`src/rtl/ripple_carry_adder_if.sv`:
```
// Operand/result bundle for ripple_carry_adder.
// The master drives the operands; the slave (the adder) returns registered results.
interface ripple_carry_adder_if #(
  parameter int unsigned WIDTH = 4
) ();
  logic             in_valid;
  logic [WIDTH-1:0] a;
  logic [WIDTH-1:0] b;
  logic             cin;
  logic             out_valid;
  logic [WIDTH-1:0] sum;
  logic             carry;
  logic             overflow;

  modport master (
    output in_valid, a, b, cin,
    input  out_valid, sum, carry, overflow
  );

  modport slave (
    input  in_valid, a, b, cin,
    output out_valid, sum, carry, overflow
  );
endinterface

```
`src/rtl/ripple_carry_adder.sv`:
```
// Registered WIDTH-bit ripple-carry adder, one operation per cycle, 1-cycle latency.
// Define RCA_OVERFLOW_EN to build signed-overflow detection; otherwise overflow is tied to 0.
module ripple_carry_adder #(
  parameter int unsigned WIDTH = 4
) (
  input  logic                 clk,
  input  logic                 rst_n,
  ripple_carry_adder_if.slave  bus
);

  logic [WIDTH:0]   c_chain;
  logic [WIDTH-1:0] sum_comb;

  // Explicit cell-by-cell carry chain; each iteration is one full adder.
  always_comb begin
    c_chain    = '0;
    sum_comb   = '0;
    c_chain[0] = bus.cin;
    for (int unsigned i = 0; i < WIDTH; i++) begin
      sum_comb[i]  = bus.a[i] ^ bus.b[i] ^ c_chain[i];
      c_chain[i+1] = (bus.a[i] & bus.b[i]) | (c_chain[i] & (bus.a[i] ^ bus.b[i]));
    end
  end

  logic             valid_q, valid_d;
  logic [WIDTH-1:0] sum_q, sum_d;
  logic             carry_q, carry_d;

  always_comb begin
    valid_d = bus.in_valid;
    sum_d   = sum_q;
    carry_d = carry_q;
    if (bus.in_valid) begin
      sum_d   = sum_comb;
      carry_d = c_chain[WIDTH];
    end
  end

  always_ff @(posedge clk or negedge rst_n) begin
    if (!rst_n) begin
      valid_q <= 1'b0;
      sum_q   <= '0;
      carry_q <= 1'b0;
    end else begin
      valid_q <= valid_d;
      sum_q   <= sum_d;
      carry_q <= carry_d;
    end
  end

  assign bus.out_valid = valid_q;
  assign bus.sum       = sum_q;
  assign bus.carry     = carry_q;

`ifdef RCA_OVERFLOW_EN
  logic overflow_q, overflow_d;

  // Signed overflow: carry into the MSB differs from carry out of it.
  always_comb begin
    overflow_d = overflow_q;
    if (bus.in_valid) begin
      overflow_d = c_chain[WIDTH] ^ c_chain[WIDTH-1];
    end
  end

  always_ff @(posedge clk or negedge rst_n) begin
    if (!rst_n) begin
      overflow_q <= 1'b0;
    end else begin
      overflow_q <= overflow_d;
    end
  end

  assign bus.overflow = overflow_q;
`else
  assign bus.overflow = 1'b0;
`endif

endmodule

```
`src/flat_wrapper.sv`:
```
// flat-port wrapper written by rule: the top's interface ports become plain ports
module ripple_carry_adder_flat 
#(
  parameter int unsigned WIDTH = 4
)
  (clk, rst_n, bus_in_valid, bus_a, bus_b, bus_cin, bus_out_valid, bus_sum, bus_carry, bus_overflow);
  ripple_carry_adder_if #(.WIDTH(WIDTH)) bus_i ();
  input  logic clk;
  input  logic rst_n;
  input wire logic [$bits(bus_i.in_valid)-1:0] bus_in_valid;
  input wire logic [$bits(bus_i.a)-1:0] bus_a;
  input wire logic [$bits(bus_i.b)-1:0] bus_b;
  input wire logic [$bits(bus_i.cin)-1:0] bus_cin;
  output wire logic [$bits(bus_i.out_valid)-1:0] bus_out_valid;
  output wire logic [$bits(bus_i.sum)-1:0] bus_sum;
  output wire logic [$bits(bus_i.carry)-1:0] bus_carry;
  output wire logic [$bits(bus_i.overflow)-1:0] bus_overflow;
  assign bus_i.in_valid = bus_in_valid;
  assign bus_i.a = bus_a;
  assign bus_i.b = bus_b;
  assign bus_i.cin = bus_cin;
  assign bus_out_valid = bus_i.out_valid;
  assign bus_sum = bus_i.sum;
  assign bus_carry = bus_i.carry;
  assign bus_overflow = bus_i.overflow;
  ripple_carry_adder #(.WIDTH(WIDTH)) u_core (.clk(clk), .rst_n(rst_n), .bus(bus_i));
endmodule
```
`config.mk`:
```
export PLATFORM = sky130hd
export DESIGN_NAME = ripple_carry_adder_flat
export DESIGN_NICKNAME = d
export VERILOG_FILES = /design/src/rtl/ripple_carry_adder_if.sv /design/src/rtl/ripple_carry_adder.sv /design/src/flat_wrapper.sv
export SDC_FILE = /design/constraint.sdc
export NUM_CORES = 1
export LEC_CHECK = 0
export ABC_AREA = 1
export BUFFER_PORTS_ARGS = -buffer_cell sky130_fd_sc_hd__buf_4
export CAP_MARGIN = 30
export CORE_AREA = 2 2 39 41
export DETAILED_ROUTE_END_ITERATION = 10
export DIE_AREA = 0 0 41 43
export PLACE_DENSITY = 0.61
export REMOVE_ABC_BUFFERS = 1
export SYNTH_ARGS = -nofsm -noshare
export SYNTH_HDL_FRONTEND = slang
export SYNTH_SLANG_ARGS = --single-unit
export TNS_END_PERCENT = 1
```
`constraint.sdc`:
```
create_clock -name clk -period 1.2 [get_ports clk]
set_input_delay 0.12 -clock clk [delete_from_list [all_inputs] [get_ports clk]]
set_output_delay 0.12 -clock clk [all_outputs]
set_load 0.01 [all_outputs]
```
==> qor.log, run 1 <==
qor: drt.drc 0
qor: sta.rsz_0062_raised_after_global_routing yes
qor: global_routing.grt_remaining_overflow 0
qor: yosys.synth_seq_cells 6
qor: critical_path.crit_arrival 1.78 ns
qor: placement.place_worst_setup_slack -0.756 ns
qor: min_path.hold_path_startpoint bus_in_valid
qor: finish.final_core_utilization 38.1%
qor: critical_path.worstPathCellList buf_6 > fa_2 > inv_2 > fa_2 > inv_2 > fa_2 > inv_2 > fa_1 > inv_1 > nand2_1 > nand2_1
qor: outcome.violated_checks setup timing
qor: drt.ant_nets 0
qor: min_path.class_of_the_worst_hold_path input pin to register
qor: yosys.synthDistinctLibCells 7
qor: power.design_power_total 0.596 mW
qor: yosys.syn_area 339 sq um
qor: power.cellPowerDensity 1130 nW/um^2
qor: cts.cts_made_buffers 3
qor: critical_path.worstSetupPathType input pin to register
qor: floorplan.design.die.area 1760 sq um
qor: yosys.syn-instance-count 38
qor: global_routing.via_count_of_the_first_global_routing_pass 247
qor: placement.portBuffers 17
qor: critical_path.regToRegSetupSlack 0.59 ns
qor: min_path.holdPathEnd u_core.bus.out_valid$_DFF_PN0_
qor: placement.dpl_cell_area 479 sq um
qor: critical_path.setup.worst_path.start_class input pin
qor: power.vdd.ir_drop.worst 0.000320 V
qor: drt.first_pass_iters 3
qor: finish.leading_cell_types_in_the_layout_fill_and_taps_excluded sky130_fd_sc_hd__nand2_1 (15), sky130_fd_sc_hd__buf_4 (15), sky130_fd_sc_hd__inv_1 (7), sky130_fd_sc_hd__dfrtp_1 (6), sky130_fd_sc_hd__inv_2 (4)
qor: outcome.run_status finished, violations left
qor: finish.diodes 0
qor: cts.clock_path_buffers 2
qor: yosys.yosysSeqAreaShare 44.3%
qor: critical_path.slowest_stage sky130_fd_sc_hd__fa_1
qor: sta.aggregate_negative_setup_slack -0.686 ns
qor: critical_path.worstRegToRegCells 2
qor: global_routing.grt_usage 7.61%
qor: drt.wl_per_cell 7.68 um
qor: placement.dp_hpwl 474 um
qor: sta.finalClockSkew 0 ns
qor: power.cell_leakage_power 0.303 nW
qor: yosys.synthesis.yosys.warnings 0
qor: cts.cts_root_buf sky130_fd_sc_hd__clkbuf_4
qor: sta.finalCriticalPeriod 1.61 ns
qor: finish.syn_to_final_growth 55.4%
qor: drt.post_drt_via_cell_ratio 3.66
qor: sta.hold_violation_count_in_the_final_report 0
qor: critical_path.r2r-start u_core.bus.sum[2]$_DFFE_PN0P_
qor: floorplan.ios 19
qor: min_path.holdPathStages 1
qor: placement.gp_congestion 0.600
qor: finish.nets 76
qor: sta.setup_viol 3
qor: floorplan.fp.dieH 43 um
qor: cts.cts.reportedPaths.clkPinSlew 0.04 ns
qor: finish.drive_above_1_share 46.6%
qor: drt.detail_route.iter0.violations 1
qor: sta.min_period_over_period 134%
qor: critical_path.timing.critical_path.to_type register
qor: floorplan.core-area 1380 sq um
qor: floorplan.initial_utilization 24.5%
qor: cts.clock_latency 0.24 ns
qor: critical_path.regToRegEndpoint u_core.bus.sum[2]$_DFFE_PN0P_
qor: job.drv_cap 0
qor: critical_path.worst-path-max-fanout 1
qor: finish.finalInstanceArea 527 sq um
qor: critical_path.endpoint_required_time_on_the_critical_path 1.38 ns
qor: sta.maxClockFrequency 0.623 GHz
qor: drt.total_via_count_in_the_routed_design 271
qor: global_routing.antenna_found_initial 0
qor: floorplan.die_x 41 um
qor: floorplan.row_count 14
qor: critical_path.max_stage_delay 0.39 ns
qor: yosys.syn-mean-instance-area 8.92 sq um
qor: global_routing.grt_start_max_net_pins 8
qor: drt.detail_route.wirelength 568 um
qor: cts.clock_sink_count 6
qor: cts.cts_htree_levels 1
qor: global_routing.grt_pass1_wl 890 um
qor: cts.cts_tree done
qor: sta.finalMaxSlewViolations 0
qor: sta.fin_ws -0.405 ns
==> cell type report <==
type / count / area, sq um
clock buffers: 3 / 22.5
fillers: 149 / 857
inverters: 11 / 41.3
multi-input cells: 20 / 148
well taps: 16 / 20.0
flip-flops and latches: 6 / 150
repair buffers: 18 / 145
==> logic make-up (layout without fill, tap and decap cells) <==
kind of cell / Yosys count / in the layout / share of synthesized area (%)
adders and majority gates: 4 / 4 / 23.6
and+or+nand+nor: 15 / 15 / 16.6
other: 1 / 1 / 1.11
DFF: 6 / 6 / 44.3
buffers and inverters: 12 / 32 / 14.4
==> metal layers <==
metal	global-route usage, %	vias to the layer above	share of wire, %
met5	0	-	0
met1	9.00	119	40
met2	11.3	11	52
li1	-	141	-
met3	0	0	8.5
met4	8.00	0	0
==> worst max path at each step <==
stage / end / depth (start not counted) / from / slack [ns]
5_1_grt: u_core.bus.sum[3]$_DFFE_PN0P_ / 11 / bus_cin / -0.46
3_5_place_dp: u_core.bus.sum[3]$_DFFE_PN0P_ / 11 / bus_cin / -0.76
2_1_floorplan: u_core.bus.sum[3]$_DFFE_PN0P_ / 10 / bus_cin / -0.58
6_report: u_core.bus.sum[3]$_DFFE_PN0P_ / 11 / bus_cin / -0.41
3_3_place_gp: u_core.bus.sum[3]$_DFFE_PN0P_ / 11 / bus_cin / -0.77
4_1_cts: u_core.bus.sum[3]$_DFFE_PN0P_ / 11 / bus_a[0] / -0.45
==> flip-flops by register name, summed over array words and instances, names as in the netlist <==
signal                flops
u_core.bus.carry          1
u_core.bus.sum            4
u_core.bus.out_valid      1
==> synth_stat cells <==
cell,count,area share (%)
sky130_fd_sc_hd__dfrtp_1,6,44
sky130_fd_sc_hd__conb_1,1,1.1
sky130_fd_sc_hd__buf_4,1,2.2
sky130_fd_sc_hd__fa_1,4,24
sky130_fd_sc_hd__inv_2,1,1.1
sky130_fd_sc_hd__inv_1,10,11
sky130_fd_sc_hd__nand2_1,15,17
==> metrics by stage <==
step	std cells	hold slack [ns]
5_1_grt	74	0.0431
6_report	74	0.0564
2_1_floorplan	37	-0.176
4_1_cts	74	0.0481
3_3_place_gp	70	-0.0718
3_5_place_dp	70	-0.0697
==> worst max-delay path, delay by kind of cell <==
| kind | cells | cell delay, ns |
|---|---|---|
| buf+inv | 5 | 0.30 |
| simple gates | 2 | 0.09 |
| fa+ha+maj | 4 | 1.26 |
==> what timing repair did <==
action / CTS / global route
buffers inserted: 0 / 0
gates resized for setup: 7 / 1
hold buffers: 1 / 0
endpoints found under the hold margin: 6 / 0
pin swaps: 6 / 5
setup endpoints to repair: 3 / 3
==> report_power, final <==
| part | total [mW] | leakage [nW] | switching, mW | internal (mW) |
|---|---|---|---|---|
| registers | 0.247 | 0.0725 | 0.0153 | 0.232 |
| logic | 0.172 | 0.217 | 0.0792 | 0.0927 |
| clock network | 0.176 | 0.0138 | 0.0639 | 0.113 |
| total | 0.596 | 0.303 | 0.158 | 0.437 |
No activity file was read; power rests on OpenSTA's default activity.
==> run 2, diff against run 1 <==
==> constraint.sdc (replaced) <==
create_clock -name clk -period 1.2 [get_ports clk]
set_input_delay 0.24 -clock clk [delete_from_list [all_inputs] [get_ports clk]]
set_output_delay 0.24 -clock clk [all_outputs]
set_load 0.01 [all_outputs]
==> run 2 against run 1 <==
  * The run still ends with setup timing left
  * Clock power about the same
  * Combinational power barely moved
  * Via count up 2.2%
  * Global-route usage is 0.52 points higher
  * Wire length rose by 0.70%
  * Clock skew stayed put
  * Non-clock buffer count unchanged
==> qor.log, run 2 (synthesis results as in run 1) <==
qor: global_routing.grt_remaining_overflow 0 [unchanged]
qor: placement.gp_congestion 0.604 [was 0.600]
qor: finish.number_of_flip_flops_in_the_largest_register 4 [unchanged]
qor: min_path.class_of_the_worst_hold_path input pin to register [unchanged]
qor: drt.detailroute.wirelength.met3 46 um [was 48 um]
qor: power.pwr-share-seq 41.6% [was 41.5%]
qor: finish.leading_cell_types_in_the_layout_fill_and_taps_excluded sky130_fd_sc_hd__nand2_1 (15), sky130_fd_sc_hd__buf_4 (15), sky130_fd_sc_hd__inv_1 (7), sky130_fd_sc_hd__dfrtp_1 (6), sky130_fd_sc_hd__inv_2 (4) [unchanged]
qor: critical_path.worst-path-max-fanout 1 [unchanged]
qor: finish.nets 76 [unchanged]
qor: cts.postCtsSetupRepairBufs 0 [unchanged]
qor: critical_path.endpoint_required_time_on_the_critical_path 1.37 ns [was 1.38 ns]
qor: power.vdd.ir_drop.worst 0.000283 V [was 0.000320 V]
qor: global_routing.grt_pass1_wl 931 um [was 890 um]
qor: power.power.share.combinational 28.8% [was 28.9%]
qor: placement.dp_hpwl 482 um [was 474 um]
qor: floorplan.ios 19 [unchanged]
qor: drt.first_pass_iters 1 [was 3]
qor: power.p_int 0.437 mW [about the same]
qor: outcome.run_status finished, violations left [unchanged]
qor: job.drv_cap 0 [unchanged]
qor: drt.maxUsedRoutingLayer met3 [unchanged]
qor: sta.finalHoldWorstSlack 0.170 ns [was 0.0564 ns]
qor: critical_path.crit_arrival 1.91 ns [was 1.78 ns]
qor: cts.cts_tree done [unchanged]
qor: sta.finalClockSkew 0 ns [unchanged]
qor: power.netSwitchingPower 0.156 mW [was 0.158 mW]
qor: drt.post_drt_via_cell_ratio 3.74 [was 3.66]
qor: sta.hold_violation_count_in_the_final_report 0 [unchanged]
qor: drt.detail_route.iter0.violations 0 [was 1]
qor: sta.finalCriticalPeriod 1.73 ns [was 1.61 ns]
qor: cts.cts_root_buf sky130_fd_sc_hd__clkbuf_4 [unchanged]
qor: drt.ant_nets 0 [unchanged]
qor: finish.diodes 0 [unchanged]
qor: sta.setup_viol 3 [unchanged]
qor: critical_path.setup.worst_path.start_class input pin [unchanged]
qor: drt.detail_route.wirelength 572 um [was 568 um]
qor: power.cell_leakage_power 0.303 nW [about the same]
qor: cts.clock_path_buffers 2 [unchanged]
qor: cts.clock_sink_count 6 [unchanged]
qor: drt.wl_met1 216 um [was 225 um]
qor: global_routing.antenna_found_initial 0 [unchanged]
qor: power.p_clk_share 29.6% [about the same]
qor: critical_path.timing.critical_path.to_type register [unchanged]
qor: floorplan.initial_utilization 24.5% [unchanged]
qor: drt.dr_wl_met2 309 um [was 294 um]
qor: floorplan.die_x 41 um [unchanged]
qor: cts.clock_latency 0.23 ns [was 0.24 ns]
qor: sta.fin_ws -0.534 ns [was -0.405 ns]
qor: outcome.violated_checks setup timing [unchanged]
qor: floorplan.core-area 1380 sq um [unchanged]
qor: cts.cts.reportedPaths.clkPinSlew 0.04 ns [about the same]
qor: cts.cts_htree_levels 1 [unchanged]
qor: global_routing.grt_usage 8.13% [was 7.61%]
qor: floorplan.fp.dieH 43 um [unchanged]
qor: global_routing.grt_start_max_net_pins 8 [unchanged]
qor: power.cellPowerDensity 1130 nW/um^2 [about the same]
qor: finish.drive_above_1_share 46.6% [unchanged]
qor: drt.total_via_count_in_the_routed_design 277 [was 271]
qor: sta.maxClockFrequency 0.577 GHz [was 0.623 GHz]
qor: sta.rsz_0062_raised_after_global_routing yes [unchanged]
qor: finish.fillers 147 [was 149]
qor: drt.wl_per_cell 7.73 um [was 7.68 um]
qor: power.sw_frac_of_total 26.3% [was 26.6%]
qor: drt.drc 0 [unchanged]
qor: placement.portBuffers 17 [unchanged]
qor: cts.cts_made_buffers 3 [unchanged]
qor: critical_path.worstSetupPathType input pin to register [unchanged]
qor: finish.syn_to_final_growth 55.4% [unchanged]
qor: sta.min_period_over_period 144% [was 134%]
qor: finish.layout.area.seq 150 sq um [unchanged]
qor: finish.combined_area_of_the_multi_input_logic_cells 148 sq um [unchanged]
qor: floorplan.row_count 14 [unchanged]
qor: placement.dpl_cell_area 479 sq um [unchanged]
qor: global_routing.via_count_of_the_first_global_routing_pass 255 [was 247]
qor: sta.finalMaxSlewViolations 0 [unchanged]
qor: floorplan.design.die.area 1760 sq um [unchanged]
qor: finish.finalInstanceArea 527 sq um [unchanged]
==> run 2: worst paths after layout <==
path                                               start                        endpoint  slack [ns]  cells past startpoint
setup / recovery                                 bus_cin   u_core.bus.sum[3]$_DFFE_PN0P_       -0.53                     11
hold / removal                              bus_in_valid  u_core.bus.out_valid$_DFF_PN0_        0.17                      1
setup reg to reg            u_core.bus.carry$_DFFE_PN0P_    u_core.bus.carry$_DFFE_PN0P_        0.61                      2
hold reg to reg            u_core.bus.sum[3]$_DFFE_PN0P_   u_core.bus.sum[3]$_DFFE_PN0P_        0.48                      2
max in group asynchronous                          rst_n   u_core.bus.sum[1]$_DFFE_PN0P_        0.74                      2
min in group asynchronous                          rst_n  u_core.bus.out_valid$_DFF_PN0_        0.35                      2
==> run 2: worst max-delay path, cell delays in order <==
cell	delay [ns]
sky130_fd_sc_hd__buf_6	0.09
sky130_fd_sc_hd__fa_2	0.37
sky130_fd_sc_hd__inv_2	0.06
sky130_fd_sc_hd__fa_2	0.18
sky130_fd_sc_hd__inv_2	0.04
sky130_fd_sc_hd__fa_2	0.32
sky130_fd_sc_hd__inv_2	0.06
sky130_fd_sc_hd__fa_1	0.40
sky130_fd_sc_hd__inv_1	0.06
sky130_fd_sc_hd__nand2_1	0.04
sky130_fd_sc_hd__nand2_1	0.06
==> run 2: metal layers <==
metal	up-vias	track usage, %
met5	-	0
met3	0	0
met1	124	10.0
li1	142	-
met2	11	10.9
met4	0	10.0
==> run 2: power groups by stage <==
stage                     registers (mW)  clock network [mW]  logic (mW)
after floorplan                    0.263                   0      0.0566
after global placement             0.249                   0       0.161
after detailed placement           0.250                   0       0.163
after CTS                          0.247               0.184       0.175
after global routing               0.250               0.194       0.195
final                              0.247               0.175       0.171
==> run 2: final cells by class <==
class	count	area share, %
clock buffers	3	4.28
inverters	11	7.84
multi-input cells	20	28.0
flip-flops and latches	6	28.5
well taps	16	3.80
repair buffers	18	27.6
==> run 2: repair_timing <==
action                     CTS  global route
pin swaps                    6             6
cloned                       0             0
setup endpoints to repair    4             4
hold buffers                 1             0
gates resized for setup      7             1
hold endpoints to repair     6             0
==> run 2: metrics by stage <==
step | TNS, ns | setup slack [ns] | cells | utilization, % | total power [mW]
floorplan | -1.61 | -0.699 | 37 | - | 0.320
global placement | -2.31 | -0.879 | 70 | 34.6 | 0.410
detailed placement | -2.27 | -0.882 | 70 | 34.6 | 0.413
CTS | -1.18 | -0.587 | 74 | 37.8 | 0.606
global route | -1.22 | -0.599 | 74 | 38.1 | 0.640
finish | -1.06 | -0.534 | 74 | 38.1 | 0.593
==> run 3, diff against run 2 <==
--- a/config.mk
+++ b/config.mk
@@ -5,13 +5,12 @@
 export SDC_FILE = /design/constraint.sdc
 export NUM_CORES = 1
 export LEC_CHECK = 0
-export ABC_AREA = 1
 export BUFFER_PORTS_ARGS = -buffer_cell sky130_fd_sc_hd__buf_4
 export CAP_MARGIN = 30
 export CORE_AREA = 2 2 39 41
 export DETAILED_ROUTE_END_ITERATION = 10
 export DIE_AREA = 0 0 41 43
-export PLACE_DENSITY = 0.61
+export PLACE_DENSITY = 0.62
 export REMOVE_ABC_BUFFERS = 1
 export SYNTH_ARGS = -nofsm -noshare
 export SYNTH_HDL_FRONTEND = slang
==> run 3 against run 2 <==
  * The run still ends with setup timing left
  * Utilization fell by 0.27 points
  * Global-route usage decreased by 0.13 points
  * Die area did not move
  * First-iteration DRC count grew 1
  * Via count decreased by 17%
  * Synthesized area is 3.3% higher
  * Cell area shrank 0.71%
  * Register-to-register slack lost 0.16 ns
==> qor.log, run 3 <==
qor: placement.dpl_cell_area 479 sq um [unchanged]
qor: floorplan.ios 19 [unchanged]
qor: yosys.synthTopCellsByCount sky130_fd_sc_hd__inv_1 (10), sky130_fd_sc_hd__dfrtp_1 (6), sky130_fd_sc_hd__fa_1 (4), sky130_fd_sc_hd__mux2i_1 (3), sky130_fd_sc_hd__mux2_4 (2) [was sky130_fd_sc_hd__nand2_1 (15), sky130_fd_sc_hd__inv_1 (10), sky130_fd_sc_hd__dfrtp_1 (6), sky130_fd_sc_hd__fa_1 (4)]
qor: sta.rsz_0062_raised_after_global_routing yes [unchanged]
qor: power.cellPowerDensity 1230 nW/um^2 [was 1130 nW/um^2]
qor: placement.gp_congestion 0.570 [was 0.604]
qor: global_routing.via_count_of_the_first_global_routing_pass 193 [was 255]
qor: cts.cts_htree_levels 1 [unchanged]
qor: cts.cts.reportedPaths.clkPinSlew 0.04 ns [about the same]
qor: yosys.yosysSeqAreaShare 42.9% [was 44.3%]
qor: finish.mostFrequentLayoutCell sky130_fd_sc_hd__buf_4
qor: placement.dp_hpwl 445 um [was 482 um]
qor: yosys.synthDistinctLibCells 8 [was 7]
qor: cts.cts_made_buffers 3 [unchanged]
qor: drt.ant_nets 0 [unchanged]
qor: finish.number_of_flip_flops_in_the_largest_register 4 [unchanged]
qor: drt.drc 0 [unchanged]
qor: global_routing.grt_pass1_wl 793 um [was 931 um]
qor: yosys.async_reset_ff_share 100% [unchanged]
qor: sta.finalHoldWorstSlack 0.182 ns [was 0.170 ns]
qor: floorplan.initial_utilization 25.3% [was 24.5%]
qor: finish.syn_to_final_growth 49.3% [was 55.4%]
qor: yosys.syn-instance-count 28 [was 38]
qor: yosys.synthMostInstantiatedCell sky130_fd_sc_hd__inv_1 [was sky130_fd_sc_hd__nand2_1]
qor: sta.finalMaxSlewViolations 0 [unchanged]
qor: floorplan.row_count 14 [unchanged]
qor: drt.wl_per_cell 8.21 um [was 7.73 um]
qor: floorplan.design.die.area 1760 sq um [unchanged]
qor: cts.postCtsSetupRepairBufs 0 [unchanged]
qor: cts.clock_path_buffers 2 [unchanged]
qor: global_routing.use_met3 0% [unchanged]
qor: floorplan.core-area 1380 sq um [unchanged]
qor: yosys.synthFlopType sky130_fd_sc_hd__dfrtp_1 [unchanged]
qor: yosys.synth.top_cells.by_area sky130_fd_sc_hd__dfrtp_1 (43%), sky130_fd_sc_hd__fa_1 (23%), sky130_fd_sc_hd__inv_1 (11%), sky130_fd_sc_hd__mux2i_1 (8.6%), sky130_fd_sc_hd__mux2_4 (8.6%) [was sky130_fd_sc_hd__dfrtp_1 (44%), sky130_fd_sc_hd__fa_1 (24%), sky130_fd_sc_hd__nand2_1 (17%), sky130_fd_sc_hd__inv_1 (11%), sky130_fd_sc_hd__buf_4 (2.2%)]
qor: min_path.class_of_the_worst_hold_path input pin to register [unchanged]
qor: global_routing.grt_remaining_overflow 0 [unchanged]
qor: sta.setup_viol 3 [unchanged]
qor: floorplan.fp.dieH 43 um [unchanged]
qor: yosys.synth_seq_cells 6 [unchanged]
qor: yosys.synth_edf_count 0 [unchanged]
qor: drt.post_drt_via_cell_ratio 3.63 [was 3.74]
qor: global_routing.grtUsageMet1 9.60% [was 10.0%]
qor: yosys.post-synth-top-area-cell sky130_fd_sc_hd__dfrtp_1 [unchanged]
qor: min_path.holdPathStages 1 [unchanged]
qor: critical_path.worstRegToRegCells 1 [was 2]
qor: critical_path.worstSetupPathType input pin to register [unchanged]
qor: global_routing.global_route_track_usage_on_met2 8.13% [was 10.9%]
qor: global_routing.grt_start_max_net_pins 7 [was 8]
qor: finish.diodes 0 [unchanged]
qor: power.design_power_total 0.643 mW [was 0.593 mW]
qor: global_routing.grt_usage 8.00% [was 8.13%]
qor: critical_path.setup.worst_path.start_class input pin [unchanged]
qor: critical_path.endpoint_required_time_on_the_critical_path 1.36 ns [was 1.37 ns]
qor: cts.clock_sink_count 6 [unchanged]
qor: critical_path.crit_arrival 1.91 ns [about the same]
qor: power.cell_leakage_power 0.285 nW [was 0.303 nW]
qor: sta.aggregate_negative_setup_slack -1.12 ns [was -1.06 ns]
qor: global_routing.globalRoute.busiestLayer met4 [was met2]
qor: drt.detail_route.wirelength 517 um [was 572 um]
qor: yosys.synthesis.yosys.warnings 0 [unchanged]
qor: drt.detail_route.iter0.violations 1 [was 0]
qor: finish.finalInstanceArea 523 sq um [was 527 sq um]
qor: floorplan.die_x 41 um [unchanged]
qor: job.drv_cap 0 [unchanged]
qor: drt.first_pass_iters 2 [was 1]
qor: sta.fin_ws -0.543 ns [was -0.534 ns]
qor: yosys.share_of_the_synthesized_area_in_the_top_cell_type 42.9% [was 44.3%]
qor: critical_path.timing.critical_path.to_type register [unchanged]
qor: global_routing.antenna_found_initial 0 [unchanged]
qor: finish.nets 65 [was 76]
qor: outcome.run_status finished, violations left [unchanged]
qor: yosys.syn_area 350 sq um [was 339 sq um]
qor: critical_path.worst-path-max-fanout 1 [unchanged]
qor: sta.finalClockSkew 0 ns [unchanged]
qor: finish.leading_cell_types_in_the_layout_fill_and_taps_excluded sky130_fd_sc_hd__buf_4 (16), sky130_fd_sc_hd__inv_1 (7), sky130_fd_sc_hd__dfrtp_1 (6) [was sky130_fd_sc_hd__nand2_1 (15), sky130_fd_sc_hd__buf_4 (15), sky130_fd_sc_hd__inv_1 (7), sky130_fd_sc_hd__dfrtp_1 (6), sky130_fd_sc_hd__inv_2 (4)]
qor: finish.drive_above_1_share 59.6% [was 46.6%]
qor: sta.finalCriticalPeriod 1.74 ns [was 1.73 ns]
qor: cts.cts_root_buf sky130_fd_sc_hd__clkbuf_4 [unchanged]
qor: drt.total_via_count_in_the_routed_design 229 [was 277]
qor: cts.cts_tree done [unchanged]
qor: sta.hold_violation_count_in_the_final_report 0 [unchanged]
qor: outcome.violated_checks setup timing [unchanged]
qor: cts.clock_latency 0.24 ns [was 0.23 ns]
qor: sta.min_period_over_period 145% [was 144%]
qor: placement.portBuffers 17 [unchanged]
qor: sta.maxClockFrequency 0.574 GHz [was 0.577 GHz]
qor: yosys.syn-mean-instance-area 12.5 sq um [was 8.92 sq um]
qor: power.vdd.ir_drop.worst 0.000313 V [was 0.000283 V]
qor: finish.final_core_utilization 37.8% [was 38.1%]
==> run 3: repair_timing <==
| item | in CTS | in global routing |
|---|---|---|
| hold endpoints to repair | 6 | 0 |
| pin swaps | 1 | 1 |
| gates resized for setup | 7 | 0 |
| endpoints found under the setup margin | 4 | 3 |
| hold buffers | 1 | 0 |
==> run 3: stage by stage <==
stage / setup WS (ns) / instances
global route: -0.613 / 63
global placement: -0.883 / 59
CTS: -0.565 / 63
detailed placement: -0.910 / 59
finish: -0.543 / 63
floorplan: -0.693 / 26
==> run 3: cell families after synthesis <==
family	Yosys count	share of synthesized area (%)
multiplexers	5	17.1
adder cells (fa/ha/maj)	4	22.9
buffers and inverters	12	16.1
other	1	1.07
flip-flops	6	42.9
==> run 3: final timing paths <==
kind / slack (ns) / startpoint / endpoint
max in group asynchronous: 0.75 / rst_n / u_core.bus.sum[3]$_DFFE_PN0P_
min: 0.18 / bus_in_valid / u_core.bus.out_valid$_DFF_PN0_
max reg2reg: 0.45 / u_core.bus.sum[2]$_DFFE_PN0P_ / u_core.bus.sum[2]$_DFFE_PN0P_
min in group asynchronous: 0.34 / rst_n / u_core.bus.sum[1]$_DFFE_PN0P_
max: -0.54 / bus_cin / u_core.bus.sum[3]$_DFFE_PN0P_
min reg2reg: 0.51 / u_core.bus.sum[0]$_DFFE_PN0P_ / u_core.bus.sum[0]$_DFFE_PN0P_
==> run 3: metal layers <==
| metal | up-vias | routed length (um) |
|---|---|---|
| li1 | 113 | - |
| met2 | 14 | 232 |
| met5 | - | 0 |
| met4 | 0 | 17 |
| met1 | 100 | 217 |
| met3 | 2 | 51 |
==> run 3: final cells by class <==
type                       count  area (sq um)
tap                           16          20.0
sequential                     6           150
inverter                      10          37.5
fill                         151           861
clock buffer                   3          22.5
timing repair buffer          18           141
multi-input combinational     10           151
==> run 3: where the power goes <==
group | switching, mW | internal [mW] | leakage (nW) | total (mW)
Clock | 0.0696 | 0.113 | 0.0138 | 0.182
Sequential | 0.0182 | 0.241 | 0.0699 | 0.259
Combinational | 0.0810 | 0.120 | 0.201 | 0.201
Total | 0.169 | 0.474 | 0.285 | 0.643
==> run 3: worst max-delay path: stages <==
cell	delay [ns]
sky130_fd_sc_hd__buf_6	0.09
sky130_fd_sc_hd__fa_2	0.37
sky130_fd_sc_hd__inv_2	0.06
sky130_fd_sc_hd__fa_2	0.18
sky130_fd_sc_hd__inv_2	0.03
sky130_fd_sc_hd__fa_2	0.32
sky130_fd_sc_hd__inv_2	0.06
sky130_fd_sc_hd__fa_1	0.41
sky130_fd_sc_hd__mux2i_1	0.14
